File: src/rtl/atom_npu_mac_sched.sv
// Round-robin scheduler sharing one serial multiplier core among NREQ requesters,
// with a watchdog that aborts jobs the core never completes.
//
// state | meaning
// IDLE  | waiting for en && a request; arbitrate and latch operands
// ISSUE | single-cycle start pulse to the core; watchdog cleared
// WAIT  | operands held; wait for core done or watchdog expiry
// RESP  | ack/resp_valid pulse to the granted requester
module atom_npu_mac_sched #(
   parameter int NREQ    = 4,
   parameter int DW      = 4,
   parameter int TIMEOUT = 16,
   localparam int IDW    = $clog2(NREQ),
   localparam int CW     = $clog2(TIMEOUT + 1)
) (
   input  logic                 clk,
   input  logic                 rst,
   input  logic                 en,
   input  logic [NREQ-1:0]      req,
   input  logic [NREQ*DW-1:0]   req_a,
   input  logic [NREQ*DW-1:0]   req_w,
   output logic [NREQ-1:0]      ack,
   output logic                 resp_valid,
   output logic [DW-1:0]        resp_data,
   output logic                 resp_err,
   output logic [IDW-1:0]       resp_id,
   output logic                 busy,
   output logic                 mul_start,
   output logic [DW-1:0]        mul_a,
   output logic [DW-1:0]        mul_w,
   input  logic [DW-1:0]        mul_result,
   input  logic                 mul_done
);

   typedef enum logic [1:0] {S_IDLE, S_ISSUE, S_WAIT, S_RESP} state_t;

   localparam logic [CW-1:0] CNT_LAST = CW'(TIMEOUT - 1);

   state_t          state;
   state_t          state_nxt;
   logic [IDW-1:0]  last;
   logic [IDW-1:0]  id;
   logic [CW-1:0]   cnt;
   logic            gnt_found;
   logic [IDW-1:0]  gnt_id;
   logic            expired;

   // Scan starts one past the last served requester, wrapping at NREQ.
   always_comb begin
      int s;
      gnt_found = 1'b0;
      gnt_id    = '0;
      for (int k = 1; k <= NREQ; k++) begin
         s = int'(last) + k;
         if (s >= NREQ) s = s - NREQ;
         if (!gnt_found && req[IDW'(s)]) begin
            gnt_found = 1'b1;
            gnt_id    = IDW'(s);
         end
      end
   end

   assign expired = (cnt == CNT_LAST);

   always_ff @(posedge clk) begin
      if (rst) state <= S_IDLE;
      else     state <= state_nxt;
   end

   always_comb begin
      state_nxt = state;
      case (state)
         S_IDLE:  if (en && gnt_found) state_nxt = S_ISSUE;
         S_ISSUE: state_nxt = S_WAIT;
         S_WAIT:  if (mul_done || expired) state_nxt = S_RESP;
         S_RESP:  state_nxt = S_IDLE;
         default: state_nxt = S_IDLE;
      endcase
   end

   // Response fields are loaded only when leaving WAIT so they hold between jobs.
   always_ff @(posedge clk) begin
      if (rst) begin
         last      <= IDW'(NREQ - 1);
         id        <= '0;
         cnt       <= '0;
         mul_a     <= '0;
         mul_w     <= '0;
         resp_data <= '0;
         resp_err  <= 1'b0;
         resp_id   <= '0;
      end else begin
         case (state)
            S_IDLE: begin
               if (en && gnt_found) begin
                  id    <= gnt_id;
                  mul_a <= req_a[gnt_id*DW +: DW];
                  mul_w <= req_w[gnt_id*DW +: DW];
               end
            end
            S_ISSUE: cnt <= '0;
            S_WAIT: begin
               if (mul_done) begin
                  resp_data <= mul_result;
                  resp_err  <= 1'b0;
                  resp_id   <= id;
               end else if (expired) begin
                  resp_data <= '0;
                  resp_err  <= 1'b1;
                  resp_id   <= id;
               end else begin
                  cnt <= cnt + 1'b1;
               end
            end
            S_RESP: last <= id;
            default: ;
         endcase
      end
   end

   always_comb begin
      ack        = '0;
      resp_valid = 1'b0;
      mul_start  = 1'b0;
      busy       = (state != S_IDLE);
      case (state)
         S_ISSUE: mul_start = 1'b1;
         S_RESP: begin
            resp_valid = 1'b1;
            ack[id]    = 1'b1;
         end
         default: ;
      endcase
   end

endmodule
File: config.mk
export PLATFORM = sky130hd
export DESIGN_NAME = atom_npu_mac_sched
export DESIGN_NICKNAME = d
export VERILOG_FILES = /design/src/rtl/atom_npu_mac_sched.sv
export SDC_FILE = /design/constraint.sdc
export NUM_CORES = 1
export LEC_CHECK = 0
export ABC_CLOCK_PERIOD_IN_PS = 2300
export CORE_MARGIN = 2
export CORE_UTILIZATION = 42
export DETAILED_ROUTE_END_ITERATION = 12
export GPL_TIMING_DRIVEN = 0
export PLACE_DENSITY = 0.79
export SYNTH_ARGS = -nofsm -noshare
export SYNTH_HDL_FRONTEND = slang
export SYNTH_SLANG_ARGS = --single-unit
File: constraint.sdc
create_clock -name clk -period 2.3 [get_ports clk]
set_input_delay 0.345 -clock clk [delete_from_list [all_inputs] [get_ports clk]]
set_output_delay 0.345 -clock clk [all_outputs]
set_load 0.005 [all_outputs]
==> results.tsv, run 1 <==
metric	value	unit
Synth Flop Type	dfxtp_1	
status	finished clean	
relative slew slack	54.9	%
synth-to-layout area growth	48.8	%
Final Hold Viols	0	
die area	4240	µm²
antenna violations before repair	0	
DRT iter0 DRCs	47	
total core area	3630	µm²
Critical Path End Type	output pin	
Reg power frac	36.3	%
Post-CTS Setup Bufs	0	
Logic pwr share	45.3	%
Worst-Margin Slew	676	ps
worst path cell trace	ha_1, nor3b_1, clkdlybuf4s50_1	
CP max stage delay	530	ps
largest net degree at the start of global routing	15	
Post-synth EDFFs	0	
syn_area_per_cell	8.82	µm²
Final ANT Viol Nets	0	
total power draw	1.64	mW
Design Area, Final	2340	µm²
clock sink total	26	
Tot GR Track Use	17.9	%
setup TNS	0	ps
M3 GR Usage	2.05	%
FF+latch count, synth	26	
Mapped Area	1570	µm²
Net Switching	0.561	mW
sequential element share of the synthesized area	33.1	%
Sw Share	34.1	%
Die Ht	65.1	µm
Final Critical Period	2080	ps
max cap viols	0	
Post-Route WL	3.81	mm
gpl congestion	0.813	
cells after synthesis	178	
Die Wd	65.1	µm
maximum fanout along the worst path	8	
Max VDD drop	0.000308	V
Mapped Nets	228	
Vias/cell	5.13	
Pwr Density	704	nW/µm²
hold buffers post-CTS	0	
clock network latency to the later pin of the worst-skew pair	270	ps
IO Port Bufs	65	
clock power share	18.3	%
global-route wire length before repair	5.98	mm
Num CTS Buffers	3	
Tcrit/Tclk final	90.6	%
met1 usage	25.6	%
hold crit path type	reg2reg	
placed standard-cell area	2280	µm²
final setup vio count	0	
row cnt	22	
Root Buffer	clkbuf_8	
Fmax	480	MHz
Worst Path Buf+Inv	1	
CTS tree	yes	
Arr. time, crit path	1740	ps
met2 Usage GRT	27.7	%
Worst-path clk slew	90	ps
Worst Path Required	1960	ps
total internal power	1.08	mW
ANT cells	0	
post_cts resized	0	
critical path class	reg2out	
Final nets	298	
clk_skew	3.65	ps
CP delay by family, top	buffers and inverters	
wire per inst	12.9	µm
DP HPWL	3.00	mm
vias	1514	
Yosys cell types	44	
Pleak	0.959	nW
vias in the first global route	1301	
grt ovf	0	
DRT Pass-1 Iters	4	
fraction of registers with async set/reset	0	%
Most Crowded Layer GR	met2	
WHS	480	ps
Initial Util	43.2	%
DR DRC count	0	
Max Root-Sink Buffers	2	
RSZ-0062 raised after global routing	false	
share of cells above drive strength 1	11.3	%
Max Transition Viols Final	0	
I/O pins	66	
yosys warns	0	
Worst setup SP type	flip-flop	
Final Util	64.3	%
H-tree depth	1	
Crit-path slowest cell	clkdlybuf4s50_1	
## per-stage QoR
step / setup slack [ps] / cells
2_1_floorplan: 627 / 178
6_report: 217 / 295
3_3_place_gp: 178 / 291
3_5_place_dp: 144 / 291
4_1_cts: 210 / 295
5_1_grt: 107 / 295
## cell usage in the layout (no fill, tap or decap), drive strengths merged
cell and instances:
clkdlybuf4s50 65, dfxtp 26, nor2 21, inv 13
nand2 13, mux2i 12, o21ai 11, a31oi 9
and4 8, o211ai 8, clkbuf 7, ha 6
a21oi 6, nand2b 5, buf 5, a32oi 4
and3 4, nor2b 3, nor3 3, nand3 3
a211oi 2, nor3b 1, and3b 1, o22ai 1
or4 1, nand4b 1, or2 1, a21o 1
nand3b 1, and2 1, a211o 1, nand4 1
mux2 1, xor2 1
## power by group through the flow
stage                     combinational [mW]  sequential (mW)  clock [mW]
after CTS                              0.749            0.597       0.304
after detailed placement               0.746            0.607           0
final                                  0.745            0.598       0.302
after global routing                   0.820            0.612       0.322
after global placement                 0.734            0.605           0
after floorplan                        0.434            0.600           0
## metal layers
layer | share of wire [%] | up-vias
met5 | 0 | -
met4 | 1.2 | 0
met3 | 2.8 | 4
met2 | 48 | 26
met1 | 48 | 704
li1 | - | 780
## synth_stat cells, types with 2 or more instances
library cell / count / area [µm²]
dfxtp_1: 26 / 521
nor2_1: 20 / 75.1
inv_1: 13 / 48.8
nand2_1: 13 / 48.8
mux2i_1: 12 / 120
a31oi_1: 9 / 56.3
and4_1: 8 / 70.1
o211ai_2: 8 / 100
o21ai_0: 8 / 40.0
ha_1: 6 / 75.1
a21oi_1: 5 / 25.0
nand2b_1: 5 / 31.3
a32oi_1: 4 / 35.0
and3_1: 3 / 18.8
clkbuf_1: 3 / 11.3
buf_2: 2 / 10.0
buf_6: 2 / 22.5
nand3_1: 2 / 10.0
nor2b_1: 2 / 12.5
nor3_1: 2 / 10.0
o21ai_1: 2 / 10.0
## path summary, 6_finish.rpt
check	from	to	slack, ps	cells past startpoint
hold reg to reg	mul_w[0]$_SDFFE_PP0P_	mul_w[0]$_SDFFE_PP0P_	480	2
setup reg to reg	cnt[0]$_SDFFE_PP0P_	cnt[3]$_SDFFE_PP0P_	410	8
setup / recovery	state[0]$_SDFFE_PP0P_	ack[0]	220	3
hold / removal	mul_w[0]$_SDFFE_PP0P_	mul_w[0]$_SDFFE_PP0P_	480	2
## state kept, by name, summed over array words and instances (netlist names)
register   cells
id             2
state          2
resp_err       1
mul_a          4
resp_id        2
last           2
resp_data      4
mul_w          4
cnt            5
## layout make-up
class	count	area (µm²)
clock buffers	4	55.1
inverters	13	48.8
fillers	327	1300
multi-input cells	131	950
plain buffers	8	51.3
repair buffers	65	651
well taps	48	60.1
flip-flops and latches	26	520
## worst reg2reg max path, delay by kind of cell (launching register included)
kind,cells,cell delay (ps)
and+or+nand+nor,5,770
adders and majority gates,2,430
DFF,1,350
muxes,1,290
## logic make-up (layout without fill, tap and decap cells)
| group | Yosys count | in the layout | synth area share, % |
|---|---|---|---|
| adders and majority gates | 6 | 6 | 4.78 |
| DFF | 26 | 26 | 33.1 |
| and+or+nand+nor | 68 | 68 | 25.4 |
| xor gates and xnor gates | 1 | 1 | 0.558 |
| buffers and inverters | 21 | 90 | 6.37 |
| AOI/OAI and AO/OA | 43 | 43 | 21.4 |
| muxes | 13 | 13 | 8.37 |
(Power assumes the default switching activity.)
==> run 2, diff against run 1 <==
--- a/config.mk
+++ b/config.mk
@@ -10,7 +10,7 @@
 export CORE_UTILIZATION = 42
 export DETAILED_ROUTE_END_ITERATION = 12
 export GPL_TIMING_DRIVEN = 0
-export PLACE_DENSITY = 0.79
+export PLACE_DENSITY_LB_ADDON = 0.15
 export SYNTH_ARGS = -nofsm -noshare
 export SYNTH_HDL_FRONTEND = slang
 export SYNTH_SLANG_ARGS = --single-unit
==> run 2 against run 1 <==
  * Total power up 4.7%
  * Largest power group unchanged
  * Non-clock buffer count is the same
  * Critical path depth unchanged
==> results.tsv, run 2 (synthesis results as in run 1) <==
metric	value	unit	change
status	finished clean		
Worst Path Required	1960	ps	about the same
Critical Path End Type	output pin		
maximum fanout along the worst path	8		unchanged
synth-to-layout area growth	49.8	%	
die area	4240	µm²	unchanged
Num CTS Buffers	3		unchanged
Final Critical Period	2080	ps	-5.82 ps
hold crit path type	reg2reg		
post_cts resized	0		unchanged
Fmax	481	MHz	+0.28%
I/O pins	66		unchanged
Pleak	0.966	nW	+0.72%
worst r2r dst	cnt[3]$_SDFFE_PP0P_		
final setup vio count	0		unchanged
setup TNS	0	ps	unchanged
DR DRC count	0		unchanged
max cap viols	0		unchanged
share of cells above drive strength 1	11.3	%	unchanged
HP Start	mul_w[3]$_SDFFE_PP0P_		
Post-Route WL	3.94	mm	+3.5%
Largest register FFs	5		unchanged
Final ANT Viol Nets	0		unchanged
most common cell after layout, fill and taps aside	clkdlybuf4s50_1		
Die Wd	65.1	µm	unchanged
placed standard-cell area	2280	µm²	unchanged
Final Hold Viols	0		unchanged
RSZ-0062 raised after global routing	false		
Biggest register	cnt		
DP HPWL	3.01	mm	+0.16%
Worst Setup Slack post-DPL	110	ps	-33.9 ps
clock network latency to the later pin of the worst-skew pair	270	ps	about the same
ANT cells	0		unchanged
wire per inst	13.4	µm	+3.5%
relative slew slack	57.6	%	+2.7 points
Tcrit/Tclk final	90.3	%	-0.25 points
antenna violations before repair	0		unchanged
IO Port Bufs	65		unchanged
vias in the first global route	1463		+12%
H-tree depth	1		unchanged
Max Root-Sink Buffers	2		unchanged
clock sink total	26		unchanged
Worst setup SP type	flip-flop		
Pwr Density	732	nW/µm²	+3.9%
Root Buffer	clkbuf_8		
Fillers	349		+6.7%
grt ovf	0		unchanged
Design Area, Final	2350	µm²	+0.70%
clk_skew	1.47	ps	-2.18 ps
Setup WS post-layout	223	ps	+5.82 ps
global-route wire length before repair	6.49	mm	+8.5%
Worst-Margin Slew	636	ps	-40.8 ps
WHS	477	ps	-2.48 ps
DRT Pass-1 Iters	4		unchanged
flop2flop setup slack	440	ps	+30 ps
Die Ht	65.1	µm	unchanged
Initial Util	43.2	%	unchanged
Arr. time, crit path	1730	ps	about the same
DRT iter0 DRCs	37		-21%
gpl congestion	0.813		about the same
Post-CTS Setup Bufs	0		unchanged
Final nets	298		unchanged
vias	1536		+1.5%
FF-to-FF path depth	8		unchanged
reg2reg start	cnt[0]$_SDFFE_PP0P_		
largest net degree at the start of global routing	16		+1
CTS tree	yes		
hold buffers post-CTS	0		unchanged
Max Transition Viols Final	0		unchanged
hold-critical path depth	2		unchanged
critical path class	reg2out		
Worst Hold End	mul_w[3]$_SDFFE_PP0P_		
row cnt	22		unchanged
Max VDD drop	0.000460	V	+49%
total core area	3630	µm²	unchanged
Worst-path clk slew	90	ps	about the same
Vias/cell	5.21		+1.5%
Tot GR Track Use	19.2	%	+1.2 points
most frequent cells in the layout	clkdlybuf4s50_1, dfxtp_1, nor2_1		
==> run 2: changes by cell type in the layout (fill, tap and decap cells not counted), sizes merged <==
cell | before | now
bufinv | 0 | 1
clkbuf | 7 | 6
==> run 2: final cells by class <==
type	count	area [µm²]	share of cell area (%)
clock inverters	1	30.0	1.28
flip-flops and latches	26	520	22.1
repair buffers	65	651	27.7
plain buffers	8	51.3	2.18
clock buffers	3	41.3	1.76
well taps	48	60.1	2.55
multi-input cells	131	950	40.4
inverters	13	48.8	2.07
==> run 2: worst max-delay path: stages (launching register included) <==
cell             delay (ps)
dfxtp_1                 410
ha_1                    310
nor3b_1                 210
clkdlybuf4s50_1         530
==> run 2: metal layers <==
metal / share of wire (%) / vias to the layer above / track usage [%]
met2: 43 / 56 / 32.6
met3: 8.2 / 4 / 4.97
met5: 0 / - / 0
met4: 1.2 / 0 / 4.17
met1: 48 / 691 / 24.6
li1: - / 785 / -
==> run 2: worst max path at each step <==
stage                                from  slack [ps]                    end  cells after the start
floorplan             cnt[0]$_SDFFE_PP0P_         630    cnt[3]$_SDFFE_PP0P_                      8
global placement                   req[0]         130  mul_a[0]$_SDFFE_PP0P_                      7
detailed placement                 req[0]         110  mul_a[0]$_SDFFE_PP0P_                      7
CTS                 state[0]$_SDFFE_PP0P_         230                 ack[0]                      3
global route        state[0]$_SDFFE_PP0P_         110                 ack[0]                      3
finish              state[0]$_SDFFE_PP0P_         220                 ack[0]                      3
==> run 2: where the power goes <==
group          switching, mW  internal (mW)
Combinational          0.346          0.398
Sequential            0.0683          0.531
Clock                  0.145          0.233
==> run 2: stage by stage <==
| stage | power, mW | cells | utilization, % |
|---|---|---|---|
| final | 1.72 | 295 | 64.7 |
| after global routing | 1.84 | 295 | 64.7 |
| after CTS | 1.73 | 295 | 64.7 |
| after detailed placement | 1.35 | 291 | 62.8 |
| after global placement | 1.34 | 291 | 62.8 |
| after floorplan | 1.03 | 178 | - |
==> run 3, diff against run 2 <==
--- a/config.mk
+++ b/config.mk
@@ -5,6 +5,7 @@
 export SDC_FILE = /design/constraint.sdc
 export NUM_CORES = 1
 export LEC_CHECK = 0
+export ABC_AREA = 0
 export ABC_CLOCK_PERIOD_IN_PS = 2300
 export CORE_MARGIN = 2
 export CORE_UTILIZATION = 42
==> results of run 3 <==
The final DEF is identical to that of run 2; final timing and power are the same.
